$ cat config.mk
export PLATFORM = sky130hd
export DESIGN_NAME = accel_tile_sequencer
export DESIGN_NICKNAME = d
export VERILOG_FILES = /design/src/rtl/accel_tile_sequencer.sv
export SDC_FILE = /design/constraint.sdc
export NUM_CORES = 1
export LEC_CHECK = 0
export ABC_AREA = 1
export CORE_ASPECT_RATIO = 0.75
export CORE_UTILIZATION = 36
export CTS_CLUSTER_SIZE = 20
export DETAILED_ROUTE_END_ITERATION = 16
export PLACE_DENSITY_LB_ADDON = 0.3
export SYNTH_ARGS = -nofsm -noshare
export SYNTH_HDL_FRONTEND = slang
export SYNTH_SLANG_ARGS = --single-unit
$ cat constraint.sdc
create_clock -name CLK -period 6.85 [get_ports CLK]
set_clock_uncertainty 0.2 [all_clocks]
set_input_delay 1.37 -clock CLK [delete_from_list [all_inputs] [get_ports CLK]]
set_output_delay 1.37 -clock CLK [all_outputs]
set_load 0.01 [all_outputs]
$ cat src/rtl/accel_tile_sequencer.sv
// Tile sequencer: moves weights/activations from shared SRAM into the tile buffers,
// preloads and drives the PE array, and writes results into the output buffer.
module accel_tile_sequencer #(
   parameter int N      = 16,
   parameter int PE_LAT = 31,
   parameter int IA_W   = 13,
   parameter int OA_W   = 17,
   parameter int CNT_W  = 8
) (
   input  logic             CLK,
   input  logic             RESET,
   input  logic             start,
   input  logic [CNT_W-1:0] cfg_len,
   input  logic             cfg_reuse_w,
   input  logic             OPSEL,
   input  logic [IA_W-1:0]  IADDR,
   input  logic [IA_W-1:0]  WADDR,
   input  logic [OA_W-1:0]  OADDR,
   output logic             busy,
   output logic             done,
   output logic [2:0]       STATE,
   output logic             share_cen,
   output logic [IA_W-1:0]  share_addr,
   output logic             weight_cen,
   output logic             weight_wen,
   output logic [IA_W-1:0]  weight_addr,
   output logic             input_cen,
   output logic             input_wen,
   output logic [IA_W-1:0]  input_addr,
   output logic             output_cen,
   output logic             output_wen,
   output logic [OA_W-1:0]  output_addr,
   output logic             pe_w_en,
   output logic             pe_en,
   output logic             pe_opsel,
   input  logic             ext_cen,
   input  logic             ext_wen,
   input  logic [OA_W-1:0]  ext_addr,
   output logic             ext_grant
);

   localparam int LMAX = (1 << CNT_W) - 1;
   localparam int MAXC = (LMAX + PE_LAT > N) ? LMAX + PE_LAT : N;
   localparam int CW   = $clog2(MAXC + 1);

   typedef enum logic [2:0] {
      S_IDLE    = 3'd0,
      S_LOADW   = 3'd1,
      S_LOADI   = 3'd2,
      S_PRELOAD = 3'd3,
      S_COMPUTE = 3'd4,
      S_DONE    = 3'd5
   } state_t;

   state_t           state_q, state_d;
   logic [CW-1:0]    cnt_q, cnt_d;
   logic [CNT_W-1:0] len_q;
   logic             reuse_q, opsel_q;
   logic [IA_W-1:0]  iaddr_q, waddr_q;
   logic [OA_W-1:0]  oaddr_q;

   // Tile configuration seen by the decoders: the live inputs on the accepting cycle.
   logic             accept;
   logic [CW-1:0]    len_e, last_e;
   logic [IA_W-1:0]  iaddr_e, waddr_e;
   logic [OA_W-1:0]  oaddr_e;

   assign accept  = (state_q == S_IDLE) && start;
   assign len_e   = (state_q == S_IDLE) ? CW'(cfg_len) : CW'(len_q);
   assign iaddr_e = (state_q == S_IDLE) ? IADDR : iaddr_q;
   assign waddr_e = (state_q == S_IDLE) ? WADDR : waddr_q;
   assign oaddr_e = (state_q == S_IDLE) ? OADDR : oaddr_q;
   assign last_e  = len_e + CW'(PE_LAT);

   // ---------------- state register ----------------
   always_ff @(posedge CLK) begin
      if (RESET) begin
         state_q <= S_IDLE;
         cnt_q   <= '0;
         len_q   <= '0;
         reuse_q <= 1'b0;
         opsel_q <= 1'b0;
         iaddr_q <= '0;
         waddr_q <= '0;
         oaddr_q <= '0;
      end else begin
         state_q <= state_d;
         cnt_q   <= cnt_d;
         if (accept) begin
            len_q   <= cfg_len;
            reuse_q <= cfg_reuse_w;
            opsel_q <= OPSEL;
            iaddr_q <= IADDR;
            waddr_q <= WADDR;
            oaddr_q <= OADDR;
         end
      end
   end

   // ---------------- next-state logic ----------------
   // NOTE: every signal driven here gets a default first, so no path leaves it unassigned (no latch).
   always_comb begin
      state_d = state_q;
      cnt_d   = cnt_q + CW'(1);
      case (state_q)
         S_IDLE: begin
            cnt_d = '0;
            if (start) begin
               if (cfg_len == '0)   state_d = S_DONE;
               else if (cfg_reuse_w) state_d = S_LOADI;
               else                  state_d = S_LOADW;
            end
         end
         S_LOADW: if (cnt_q == CW'(N)) begin
            state_d = S_LOADI;
            cnt_d   = '0;
         end
         S_LOADI: if (cnt_q == CW'(len_q)) begin
            state_d = reuse_q ? S_COMPUTE : S_PRELOAD;
            cnt_d   = '0;
         end
         S_PRELOAD: if (cnt_q == CW'(N)) begin
            state_d = S_COMPUTE;
            cnt_d   = '0;
         end
         S_COMPUTE: if (cnt_q == last_e) begin
            state_d = S_DONE;
            cnt_d   = '0;
         end
         S_DONE: begin
            state_d = S_IDLE;
            cnt_d   = '0;
         end
         default: begin
            state_d = S_IDLE;
            cnt_d   = '0;
         end
      endcase
   end

   // ---------------- output decode (from next state/count) ----------------
   logic            busy_d, done_d, grant_d, pe_w_en_d, pe_en_d;
   logic            share_cen_d, weight_cen_d, weight_wen_d, input_cen_d, input_wen_d;
   logic            out_cen_d, out_wen_d;
   logic [IA_W-1:0] share_addr_d, weight_addr_d, input_addr_d;
   logic [OA_W-1:0] out_addr_d;

   always_comb begin
      busy_d        = 1'b0;
      done_d        = 1'b0;
      grant_d       = 1'b0;
      pe_w_en_d     = 1'b0;
      pe_en_d       = 1'b0;
      share_cen_d   = 1'b1;
      share_addr_d  = '0;
      weight_cen_d  = 1'b1;
      weight_wen_d  = 1'b1;
      weight_addr_d = '0;
      input_cen_d   = 1'b1;
      input_wen_d   = 1'b1;
      input_addr_d  = '0;
      out_cen_d     = 1'b1;
      out_wen_d     = 1'b1;
      out_addr_d    = '0;
      case (state_d)
         S_IDLE: grant_d = 1'b1;
         S_LOADW: begin
            busy_d = 1'b1;
            if (cnt_d < CW'(N)) begin
               share_cen_d  = 1'b0;
               share_addr_d = waddr_e + IA_W'(cnt_d);
            end
            if (cnt_d != '0) begin
               weight_cen_d  = 1'b0;
               weight_wen_d  = 1'b0;
               weight_addr_d = IA_W'(cnt_d - CW'(1));
            end
         end
         S_LOADI: begin
            busy_d = 1'b1;
            if (cnt_d < len_e) begin
               share_cen_d  = 1'b0;
               share_addr_d = iaddr_e + IA_W'(cnt_d);
            end
            if (cnt_d != '0) begin
               input_cen_d  = 1'b0;
               input_wen_d  = 1'b0;
               input_addr_d = IA_W'(cnt_d - CW'(1));
            end
         end
         S_PRELOAD: begin
            busy_d = 1'b1;
            if (cnt_d < CW'(N)) begin
               weight_cen_d  = 1'b0;
               weight_addr_d = IA_W'(cnt_d);
            end
            pe_w_en_d = (cnt_d != '0);
         end
         S_COMPUTE: begin
            busy_d  = 1'b1;
            pe_en_d = (cnt_d != '0);
            if (cnt_d < len_e) begin
               input_cen_d  = 1'b0;
               input_addr_d = IA_W'(cnt_d);
            end
            // Array results emerge PE_LAT cycles after the first pe_en, one per vector.
            if (cnt_d > CW'(PE_LAT) && cnt_d <= last_e) begin
               out_cen_d  = 1'b0;
               out_wen_d  = 1'b0;
               out_addr_d = oaddr_e + OA_W'(cnt_d - CW'(PE_LAT + 1));
            end
         end
         S_DONE: begin
            done_d  = 1'b1;
            grant_d = 1'b1;
         end
         default: grant_d = 1'b1;
      endcase
   end

   // ---------------- output registers ----------------
   logic            out_cen_q, out_wen_q;
   logic [OA_W-1:0] out_addr_q;

   // NOTE: outputs are decoded from next state and registered, so they line up with STATE.
   always_ff @(posedge CLK) begin
      if (RESET) begin
         busy        <= 1'b0;
         done        <= 1'b0;
         ext_grant   <= 1'b1;
         pe_w_en     <= 1'b0;
         pe_en       <= 1'b0;
         share_cen   <= 1'b1;
         share_addr  <= '0;
         weight_cen  <= 1'b1;
         weight_wen  <= 1'b1;
         weight_addr <= '0;
         input_cen   <= 1'b1;
         input_wen   <= 1'b1;
         input_addr  <= '0;
         out_cen_q   <= 1'b1;
         out_wen_q   <= 1'b1;
         out_addr_q  <= '0;
      end else begin
         busy        <= busy_d;
         done        <= done_d;
         ext_grant   <= grant_d;
         pe_w_en     <= pe_w_en_d;
         pe_en       <= pe_en_d;
         share_cen   <= share_cen_d;
         share_addr  <= share_addr_d;
         weight_cen  <= weight_cen_d;
         weight_wen  <= weight_wen_d;
         weight_addr <= weight_addr_d;
         input_cen   <= input_cen_d;
         input_wen   <= input_wen_d;
         input_addr  <= input_addr_d;
         out_cen_q   <= out_cen_d;
         out_wen_q   <= out_wen_d;
         out_addr_q  <= out_addr_d;
      end
   end

   assign STATE    = state_q;
   assign pe_opsel = opsel_q;

   // External port owns the output buffer combinationally whenever it holds the grant.
   assign output_cen  = ext_grant ? ext_cen  : out_cen_q;
   assign output_wen  = ext_grant ? ext_wen  : out_wen_q;
   assign output_addr = ext_grant ? ext_addr : out_addr_q;

endmodule
==> run_results.csv <==
group,metric,value,unit
place,dpl_worst_slack,522.9,ps
clocking,cts_hold_buffers,0,
pwr,switching_share,38.98,%
synth,synth_cells,1250,
synth,synthArstFlopShare,0,%
pwr,seqPwrFrac,27.5,%
sta,setup-tns-final,0,ps
worst_setup_path,required,7010,ps
pwr,totalPowerFinal,3.130,mW
die,start_util,37.32,%
sta,worst_slack,846.6,ps
synth,synth_seq_cells,126,
synth,synth_area_leaders,"dfxtp_1 30%, nand2_1 13%, ha_1 8.2%",
global_routing,grtUsageTotal,21.92,%
cells_and_area,final_util,47.58,%
sta,setup_viol,0,
worst_setup_path,worst-setup-path-type,"input port to register",
global_routing,grt_first_pass_wirelength,40250,um
job,max_cap_violations,0,
hold_path,whs_path_depth,2,
drt,vias_per_cell,5.049,
pwr,power-per-cell-area,293.6,nW/um^2
die,rows,47,
synth,synthFlopType,"dfxtp_1",
worst_setup_path,max_stage_delay,620,ps
sta,maxSlewViolCount,0,
synth,yosysTopAreaCellShare,30.17,%
pwr,p_int,1.910,mW
die,core,22410,um^2
pwr,p_switching,1.220,mW
worst_setup_path,crit_family,"simple AND/OR/NAND/NOR gates",
worst_setup_path,crit_slowest_cell,"nor2_1",
worst_setup_path,worst_ep_arrival_time,6160,ps
drt,drt-total-wl,25810,um
synth,avgSynthCellArea,6.689,um^2
clocking,cts-root-buf,"clkbuf_16",
drt,drtIter0Drc,746,
global_routing,grt_max_degree,72,
synth,syn-num-nets,1383,
die,die_h,134.0,um
sta,worstMarginPinSlew,846.2,ps
die,die_area,23850,um^2
pwr,vdd_ir_drop_max,163.0,uV
clocking,cts_sinks,126,
clocking,clk_latency,430,ps
drt,wl_per_cell,15.31,um
worst_setup_path,reg2reg_slack,1420,ps
place,port_buffers,146,
clocking,cts.path.max_buffers,2,
worst_setup_path,reg2reg_depth,31,
clocking,cts_tree,"yes",
status,status,"complete, no violations",
cells_and_area,diodes,0,
worst_setup_path,worst-path-buf-inv,6,
worst_setup_path,crit_fanout,8,
worst_setup_path,cp_num_cells,31,
cells_and_area,drive_above_1_share,7.615,%
sta,fmax,166.6,MHz
place,gp_congestion,0.9690,
drt,route.vias.total,8512,
synth,synth_cell_type_count,50,
cells_and_area,mostFrequentLayoutCells,"281 x nand2_1, 167 x inv_1, 145 x clkdlybuf4s50_1",
cells_and_area,area_growth,27.49,%
cells_and_area,nNetsFinal,1512,
clocking,ctsResizeCount,0,
drt,drc,0,
synth,syn_area,8362,um^2
sta,relSlewSlack,43.15,%
synth,yosysWarnings,0,
global_routing,antenna_found_initial,0,
die,fp.dieW,178.0,um
sta,period_needed,6003,ps
pwr,p_leak,4.888,nW
worst_setup_path,critPathLaunchType,"input port",
worst_setup_path,cp_common_cell,"nand2_1",
sta,hold_violations,0,
pwr,combPwrFrac,40.7,%
global_routing,grt_pass1_vias,7562,
clocking,h-tree-depth,4,
clocking,postCtsSetupBuffers,0,
die,pin_count,147,
sta,grt_setup_unrepaired,"no",
global_routing,gr-total-overflow,0,
clocking,cts-buffers-inserted,17,
synth,yosysSeqAreaShare,30.17,%
clocking,clkTransAtPathRegs,60,ps
synth,synth-edff-count,0,
drt,ant_nets,0,
sta,finalCritPeriodShare,87.64,%
cells_and_area,layout_commonest_cell,"nand2_1",
place,dp_hpwl,20250,um
synth,yosysTopAreaCell,"dfxtp_1",
drt,firstDrtPassIters,5,
pwr,pwr-share-clk,31.7,%
hold_path,min_path_type,"register to register",
worst_setup_path,end_kind,"register",
[metrics by stage]
step	hold slack, ps	std cells	area (um^2)
4_1_cts	254.2	1686	10660
3_5_place_dp	244.6	1654	10030
5_1_grt	267.8	1686	10660
6_report	249.5	1686	10660
2_1_floorplan	224.5	1250	8362
3_3_place_gp	235.8	1654	10030
[routing by layer]
layer | part of all wire [%] | track usage, % | vias up
met1 | 50 | 32.64 | 3821
li1 | - | - | 4343
met4 | 1.2 | 5.556 | 0
met5 | 0 | 0 | -
met3 | 7.5 | 4.734 | 26
met2 | 41 | 31.52 | 322
[kinds of logic (layout without fill, tap and decap cells)]
group,Yosys count,count (layout),synth area share (%)
flip-flops,126,126,30.17
adder cells (fa/ha/maj),58,58,8.948
AND/OR/NAND/NOR,597,597,32.01
buffers and inverters,218,360,10.43
XOR/XNOR,26,26,2.723
AO/OA/AOI/OAI,225,225,15.73
[area by class of cell]
type | count | area (um^2)
inverters | 175 | 656.9
repair buffers | 153 | 1509
clock inverters | 15 | 209.0
clock buffers | 17 | 425.4
flip-flops and latches | 126 | 2522
well taps | 294 | 367.9
multi-input cells | 906 | 4970
fillers | 2211 | 11750
[synthesized netlist by cell type, drive strengths merged (3+ instances only)]
| cell | instances |
|---|---|
| a22oi | 6 |
| a21o | 3 |
| nand3 | 89 |
| nand3b | 5 |
| a21oi | 67 |
| nand4 | 11 |
| a211oi | 37 |
| a221oi | 3 |
| fa | 3 |
| nor3 | 24 |
| nor4 | 3 |
| nor2 | 157 |
| dfxtp | 126 |
| o22ai | 7 |
| buf | 15 |
| clkbuf | 28 |
| o21ai | 88 |
| inv | 174 |
| xor2 | 23 |
| nand2 | 305 |
| ha | 55 |
| xnor2 | 3 |
[tightest hold or removal path: stages (launching register included)]
cell and delay, ps:
dfxtp_1 300, inv_1 50, a21oi_1 50
[power groups by stage]
stage	Combinational [mW]	Sequential, mW	Clock, mW
floorplan	0.850	0.880	0
global placement	1.26	0.879	0
detailed placement	1.26	0.877	0
CTS	1.27	0.863	1.00
global route	1.42	0.871	1.04
finish	1.27	0.862	0.993
[registers in the layout, summed over array words and instances, names as in the netlist, 3 cells and up]
| register | cells |
|---|---|
| cnt_q | 9 |
| weight_addr | 10 |
| oaddr_q | 17 |
| len_q | 8 |
| waddr_q | 13 |
| out_addr_q | 17 |
| input_addr | 10 |
| iaddr_q | 13 |
| share_addr | 13 |
| STATE | 3 |
[worst paths after layout]
kind,start,endpoint
min reg2reg,oaddr_q[1],oaddr_q[1]
max reg2reg,STATE[2],out_addr_q[13]
max,cfg_len[0],out_addr_q[13]
min,oaddr_q[1],oaddr_q[1]
No activity file was read; power rests on OpenSTA's default activity.
